**src/rtl/wide_alu_seq.sv**
```systemverilog
// wide_alu_seq
//
// Multi-precision add/subtract unit. Each operation works on one DATA_BITS
// limb per cycle, least-significant limb first, and chains the carry from
// one limb to the next. For a subtract the unit computes a + ~b + 1, so a
// carry out of 1 means there was no borrow. The control path uses a
// start/busy/done handshake.
//
// State | meaning
// ------+-----------------------------------------------------------
// IDLE  | waiting for start; operands are captured when start is seen
// RUN   | one limb is processed per cycle, LSB limb first
// DONE  | one-cycle done pulse; result/cout/zero are already updated
//
// Ports
//   clk     in   clock; all state changes on the rising edge
//   reset   in   synchronous, active-high reset
//   start   in   operation request; accepted only in IDLE
//   sub     in   0 = add, 1 = subtract (a - b); sampled with start
//   a, b    in   W-bit operands; sampled with start
//   busy    out  high in RUN and DONE
//   done    out  one-cycle pulse in DONE
//   result  out  W-bit sum/difference; held until the next completion
//   cout    out  carry out of the top limb (subtract: 1 = no borrow)
//   zero    out  1 when every result bit is zero
module wide_alu_seq #(
  parameter int DATA_BITS = 8,
  parameter int LIMBS     = 4,
  localparam int W        = DATA_BITS * LIMBS
) (
  input  logic         clk,
  input  logic         reset,
  input  logic         start,
  input  logic         sub,
  input  logic [W-1:0] a,
  input  logic [W-1:0] b,
  output logic         busy,
  output logic         done,
  output logic [W-1:0] result,
  output logic         cout,
  output logic         zero
);

  // The index register needs at least one bit, even when LIMBS = 1.
  localparam int IDX_W = (LIMBS > 1) ? $clog2(LIMBS) : 1;
  localparam logic [IDX_W-1:0] LAST_IDX = IDX_W'(LIMBS - 1);

  typedef enum logic [1:0] {
    IDLE = 2'd0,
    RUN  = 2'd1,
    DONE = 2'd2
  } state_t;

  state_t state, state_next;

  logic [W-1:0]         a_reg, b_reg, acc, acc_next;
  logic                 sub_reg;
  logic                 carry;
  logic [IDX_W-1:0]     idx;
  logic                 last_limb;
  logic [DATA_BITS-1:0] a_limb, b_limb, b_eff;
  logic [DATA_BITS:0]   limb_sum;

  // Limb datapath: one DATA_BITS+1 wide adder. The accumulator copy with
  // the current limb already merged in is what gets published as the
  // result on the last limb, so the final limb is not lost by one cycle.
  always_comb begin
    a_limb    = a_reg[idx*DATA_BITS +: DATA_BITS];
    b_limb    = b_reg[idx*DATA_BITS +: DATA_BITS];
    b_eff     = sub_reg ? ~b_limb : b_limb;
    limb_sum  = {1'b0, a_limb} + {1'b0, b_eff} + {{DATA_BITS{1'b0}}, carry};
    last_limb = (idx == LAST_IDX);
    acc_next  = acc;
    acc_next[idx*DATA_BITS +: DATA_BITS] = limb_sum[DATA_BITS-1:0];
  end

  always_ff @(posedge clk) begin
    if (reset) state <= IDLE;
    else       state <= state_next;
  end

  always_comb begin
    state_next = state;
    busy       = 1'b0;
    done       = 1'b0;
    case (state)
      IDLE: begin
        if (start) state_next = RUN;
      end
      RUN: begin
        busy = 1'b1;
        if (last_limb) state_next = DONE;
      end
      DONE: begin
        busy       = 1'b1;
        done       = 1'b1;
        state_next = IDLE;
      end
      default: state_next = IDLE;
    endcase
  end

  always_ff @(posedge clk) begin
    if (reset) begin
      a_reg   <= '0;
      b_reg   <= '0;
      sub_reg <= 1'b0;
      acc     <= '0;
      idx     <= '0;
      carry   <= 1'b0;
      result  <= '0;
      cout    <= 1'b0;
      zero    <= 1'b0;
    end else begin
      case (state)
        IDLE: begin
          if (start) begin
            a_reg   <= a;
            b_reg   <= b;
            sub_reg <= sub;
            idx     <= '0;
            // Subtract is a + ~b + 1, so the first carry-in equals sub.
            carry   <= sub;
          end
        end
        RUN: begin
          acc   <= acc_next;
          carry <= limb_sum[DATA_BITS];
          if (last_limb) begin
            idx    <= '0;
            result <= acc_next;
            cout   <= limb_sum[DATA_BITS];
            zero   <= (acc_next == '0);
          end else begin
            idx <= idx + 1'b1;
          end
        end
        default: ;
      endcase
    end
  end

endmodule

```
**config.mk**
```make
export PLATFORM = sky130hd
export DESIGN_NAME = wide_alu_seq
export DESIGN_NICKNAME = d
export VERILOG_FILES = /design/src/rtl/wide_alu_seq.sv
export SDC_FILE = /design/constraint.sdc
export NUM_CORES = 1
export LEC_CHECK = 0
export ABC_AREA = 1
export CORE_ASPECT_RATIO = 0.7
export CORE_MARGIN = 4
export CORE_UTILIZATION = 54
export DETAILED_ROUTE_END_ITERATION = 12
export GPL_TIMING_DRIVEN = 0
export PLACE_DENSITY = 0.8
export SKIP_LAST_GASP = 1
export SLEW_MARGIN = 20
export SYNTH_ARGS = -nofsm -noshare
export SYNTH_HDL_FRONTEND = slang
export SYNTH_SLANG_ARGS = --single-unit
export TNS_END_PERCENT = 5
```
**constraint.sdc**
```tcl
create_clock -name clk -period 4.6 [get_ports clk]
set_clock_uncertainty 0.05 [all_clocks]
set_input_delay 0.69 -clock clk [delete_from_list [all_inputs] [get_ports clk]]
set_output_delay 0.69 -clock clk [all_outputs]
set_load 0.02 [all_outputs]
```
==> flow_results.org <==
** CTS
- The H-tree was split into 4 levels.
- Library cell used as clock root buffer :: clkbuf_16
- For the worst-skew pair, the clock arrives at the later sink with an insertion delay of 0.42 ns.
- Clock-pin slew was measured on the worst setup and hold paths at 0.06 ns.
- Counting the buffers created by CTS gives 17.
- Post-CTS repair changed the size of 0 cells.
- Number of post-CTS setup repair buffers :: 0
- Hold_buf cts :: 0
- TritonCTS built the clock tree.
- Clk buf depth :: 2
- Clock tree synthesis found a total of 136 sinks.

** Logic synthesis
- Each instance of the synthesized netlist takes up on average 6.83 sq um.
- Yosys printed 0 warnings.
- Mapped Area :: 0.00657 sq mm
- After synthesis, the most frequently instantiated cells are nor2_1, o21ai_0, dfxtp_1.
- In the synthesized netlist the dominant register cell turns out to be dfxtp_1.
- The biggest area contributor in the post-synthesis netlist is dfxtp_1.
- Counting flops with an async set or reset pin after synthesis yields a share of 0.
- Net count after synthesis :: 1048
- Of the post-synthesis cell area, the dominant cell type holds 0.414.
- After synthesis, the netlist uses 32 different library cells.
- Top cells by area, synth :: dfxtp_1, nor2_1, o21ai_0
- Number of flops mapped to enable cells by yosys :: 0
- The synthesized design contains 136 register bits.
- For this run, the register share of the synthesized area comes to 0.414.
- Counting every instance in the synthesized netlist gives 962.
- Yosys instantiated no cell more often than nor2_1.

** Layout
- The layout has 1007 filler cells.
- The area growth from synthesis to layout is 27.6%.
- In the final layout, the share of cells above drive strength 1 is 0.0675.
- Fin nets :: 1170
- Diode count :: 0
- Leaving out filler cells and counting taps, the final layout contains 1253.
- For this run, the share of the core covered by cells in the final layout is 0.711.

** GRT
- Number of antenna violations at the first check in global routing :: 1
- GRT Residual Overflow :: 0
- First-pass GRT wire length :: 31200 um
- Number of global-route vias before repair :: 6194
- In the global route stage, overall resource usage came out at 0.278.
- Pin count of the biggest net entering global routing :: 17

** Setup path
- For the worst setup path, the data arrival time is 4.49 ns.
- The worst setup path is of the reg2reg kind.
- The worst register-to-register path has a depth of 20.
- STA classifies the critical path endpoint as a flop.
- The setup check on the worst reg-to-reg path leaves a slack of 0.41 ns.
- Maximum fanout along the worst path :: 10
- Endpoint of the worst-slack reg-to-reg timing path :: zero$_SDFFE_PP0P_
- Startpoint types :: flop
- STA puts the critical path data required time at 4.90 ns.
- Worst R2R Start :: idx[0]$_SDFFE_PP0P_

** Routing
- WL per Instance :: 15.5 um
- For this block, the initial DRC count from the detailed router was 846.
- Total wirelength of the detailed-routed design :: 19500 um
- After detailed routing, the number of remaining DRC violations is 0.
- Once detail routing completed, the nets flagged for antenna violations numbered 0.
- Initial DRT Pass Iterations :: 5
- Avg Vias per Cell :: 5.35
- Via Count :: 6707

** Placement
- At the placement stage, the worst setup path has a slack of 0.635 ns.
- The congestion estimate from routability-driven global placement came to 0.957.
- DPL Wire Length :: 14500 um
- Post-Place Cells :: 1222
- Port buffer count :: 103

** Power and ir drop
- Of the total power, the share spent switching nets is 0.315.
- The worst-case IR drop observed on VDD is 0.283 mV.
- For this design the total switching power over the nets is 1090 uW.
- Sequential fraction of design power :: 0.377
- Cell internal pwr :: 2370 uW
- The share of total power dissipated in combinational logic is 0.231.
- Power spread over the standard cell area amounts to 413 mW/mm^2.
- Static leakage :: 0.00393 uW
- Clock share of power :: 0.392

** Die
- The die is 140 um wide.
- Pin placement for this block handled 104 I/O pins.
- The initial utilization of the core area, before any placement, comes to 0.557.
- Y dimension of the die :: 100 um
- The total area inside the core boundary comes to 0.0118 sq mm.
- Row generation in the floorplan step produced 33 rows.
- Die Outline Area :: 0.0140 sq mm

** STA
- Setup repair after global routing left no endpoint under its margin.
- Accumulated negative setup slack :: 0 ns
- In the finished design, the share of the clock period the worst path needs comes to 0.911.
- Across all hold checks on the routed design, the worst slack comes to 0.427 ns.
- Static timing analysis puts the maximum clock frequency at 239 MHz.
- Pin slew with the least headroom to its limit :: 0.655 ns
- Setup violations remaining at the end of the flow were counted as 0.
- Relative max-transition margin :: 0.563
- Worst setup margin :: 0.410 ns
- The hold violation total from the final report is 0.
- For the finished layout, the period the worst path requires is 4.19 ns.
- The count of pins over their slew limit is 0.

** Status
- Run status :: complete, no violations

** Min path
- The path with the worst hold slack has its endpoint at zero$_SDFFE_PP0P_.
- In this run the worst hold path is classified as reg2reg.
- The worst hold path was traced through 2 stages.
- Hold path startpoint :: zero$_SDFFE_PP0P_

** Run
- The tool flagged a number of max-cap violations equal to 0.
==> layout make-up <==
cell class	instances	area, sq um	area share
plain buffers	53	208	0.0248
clock buffers	20	467	0.0556
clock inverters	11	123	0.0146
inverters	127	479	0.0571
multi-input cells	646	3160	0.377
flip-flops and latches	136	2720	0.324
well taps	157	196	0.0234
repair buffers	103	1030	0.123
==> placed cells by master, fill, tap and decap left out, types with 21 or more instances in the layout <==
| cell type | n |
|---|---|
| a21oi_1 | 22 |
| o211ai_1 | 23 |
| nand2_1 | 101 |
| o21ai_0 | 141 |
| dfxtp_1 | 136 |
| clkdlybuf4s50_1 | 103 |
| nor2_1 | 244 |
| nand3_1 | 23 |
| inv_1 | 114 |
| o22ai_1 | 21 |
| clkbuf_1 | 36 |
==> cell families (layout without fill, tap and decap cells) <==
logic type      after synthesis  in the layout  share of synthesized area
xor+xnor                      8              8                     0.0107
flops                       136            136                      0.414
fa+ha+maj                    18             18                     0.0365
compound gates              220            220                      0.185
buf+inv                     180            314                      0.104
simple gates                400            400                      0.249
==> worst max path at each step <==
stage / from / to / slack (ns) / cells past startpoint
floorplan: idx[0]$_SDFFE_PP0P_ / zero$_SDFFE_PP0P_ / 1.42 / 19
global placement: idx[0]$_SDFFE_PP0P_ / zero$_SDFFE_PP0P_ / 0.66 / 20
detailed placement: idx[0]$_SDFFE_PP0P_ / zero$_SDFFE_PP0P_ / 0.63 / 20
CTS: idx[0]$_SDFFE_PP0P_ / zero$_SDFFE_PP0P_ / 0.48 / 19
global route: idx[0]$_SDFFE_PP0P_ / zero$_SDFFE_PP0P_ / 0.11 / 20
finish: idx[0]$_SDFFE_PP0P_ / zero$_SDFFE_PP0P_ / 0.41 / 20
==> critical path, stage by stage (launching register included) <==
cell	delay, ns
dfxtp_1	0.38
buf_4	0.21
buf_2	0.26
clkbuf_1	0.47
nor2_1	0.12
o22ai_1	0.25
xor2_1	0.13
fa_1	0.37
inv_1	0.12
fa_1	0.47
nand3_1	0.16
o22ai_1	0.16
nor2_1	0.15
nand2_1	0.11
nor2_1	0.11
nand2_1	0.06
nor2_1	0.10
nand3_1	0.07
nor2_1	0.18
nand2_1	0.09
a21oi_2	0.10
==> metal layers <==
layer / vias up / wire length [um] / global-route usage
met5: - / 0 / 0
met4: 0 / 274 / 0.0611
met3: 29 / 2200 / 0.0805
met2: 342 / 7700 / 0.393
met1: 3018 / 9280 / 0.417
li1: 3318 / - / -
==> power by group through the flow <==
stage | Combinational [uW] | Clock (uW) | Sequential [uW]
after floorplan | 532 | 0 | 1310
after global placement | 758 | 0 | 1330
after detailed placement | 769 | 0 | 1330
after CTS | 780 | 1360 | 1300
after global routing | 888 | 1410 | 1310
final | 800 | 1360 | 1310
==> metrics by stage <==
stage / area, sq um / total power (uW)
final: 8390 / 3460
after global routing: 8390 / 3610
after CTS: 8390 / 3440
after detailed placement: 7800 / 2100
after global placement: 7800 / 2080
after floorplan: 6570 / 1850
No activity file was read; power rests on OpenSTA's default activity.
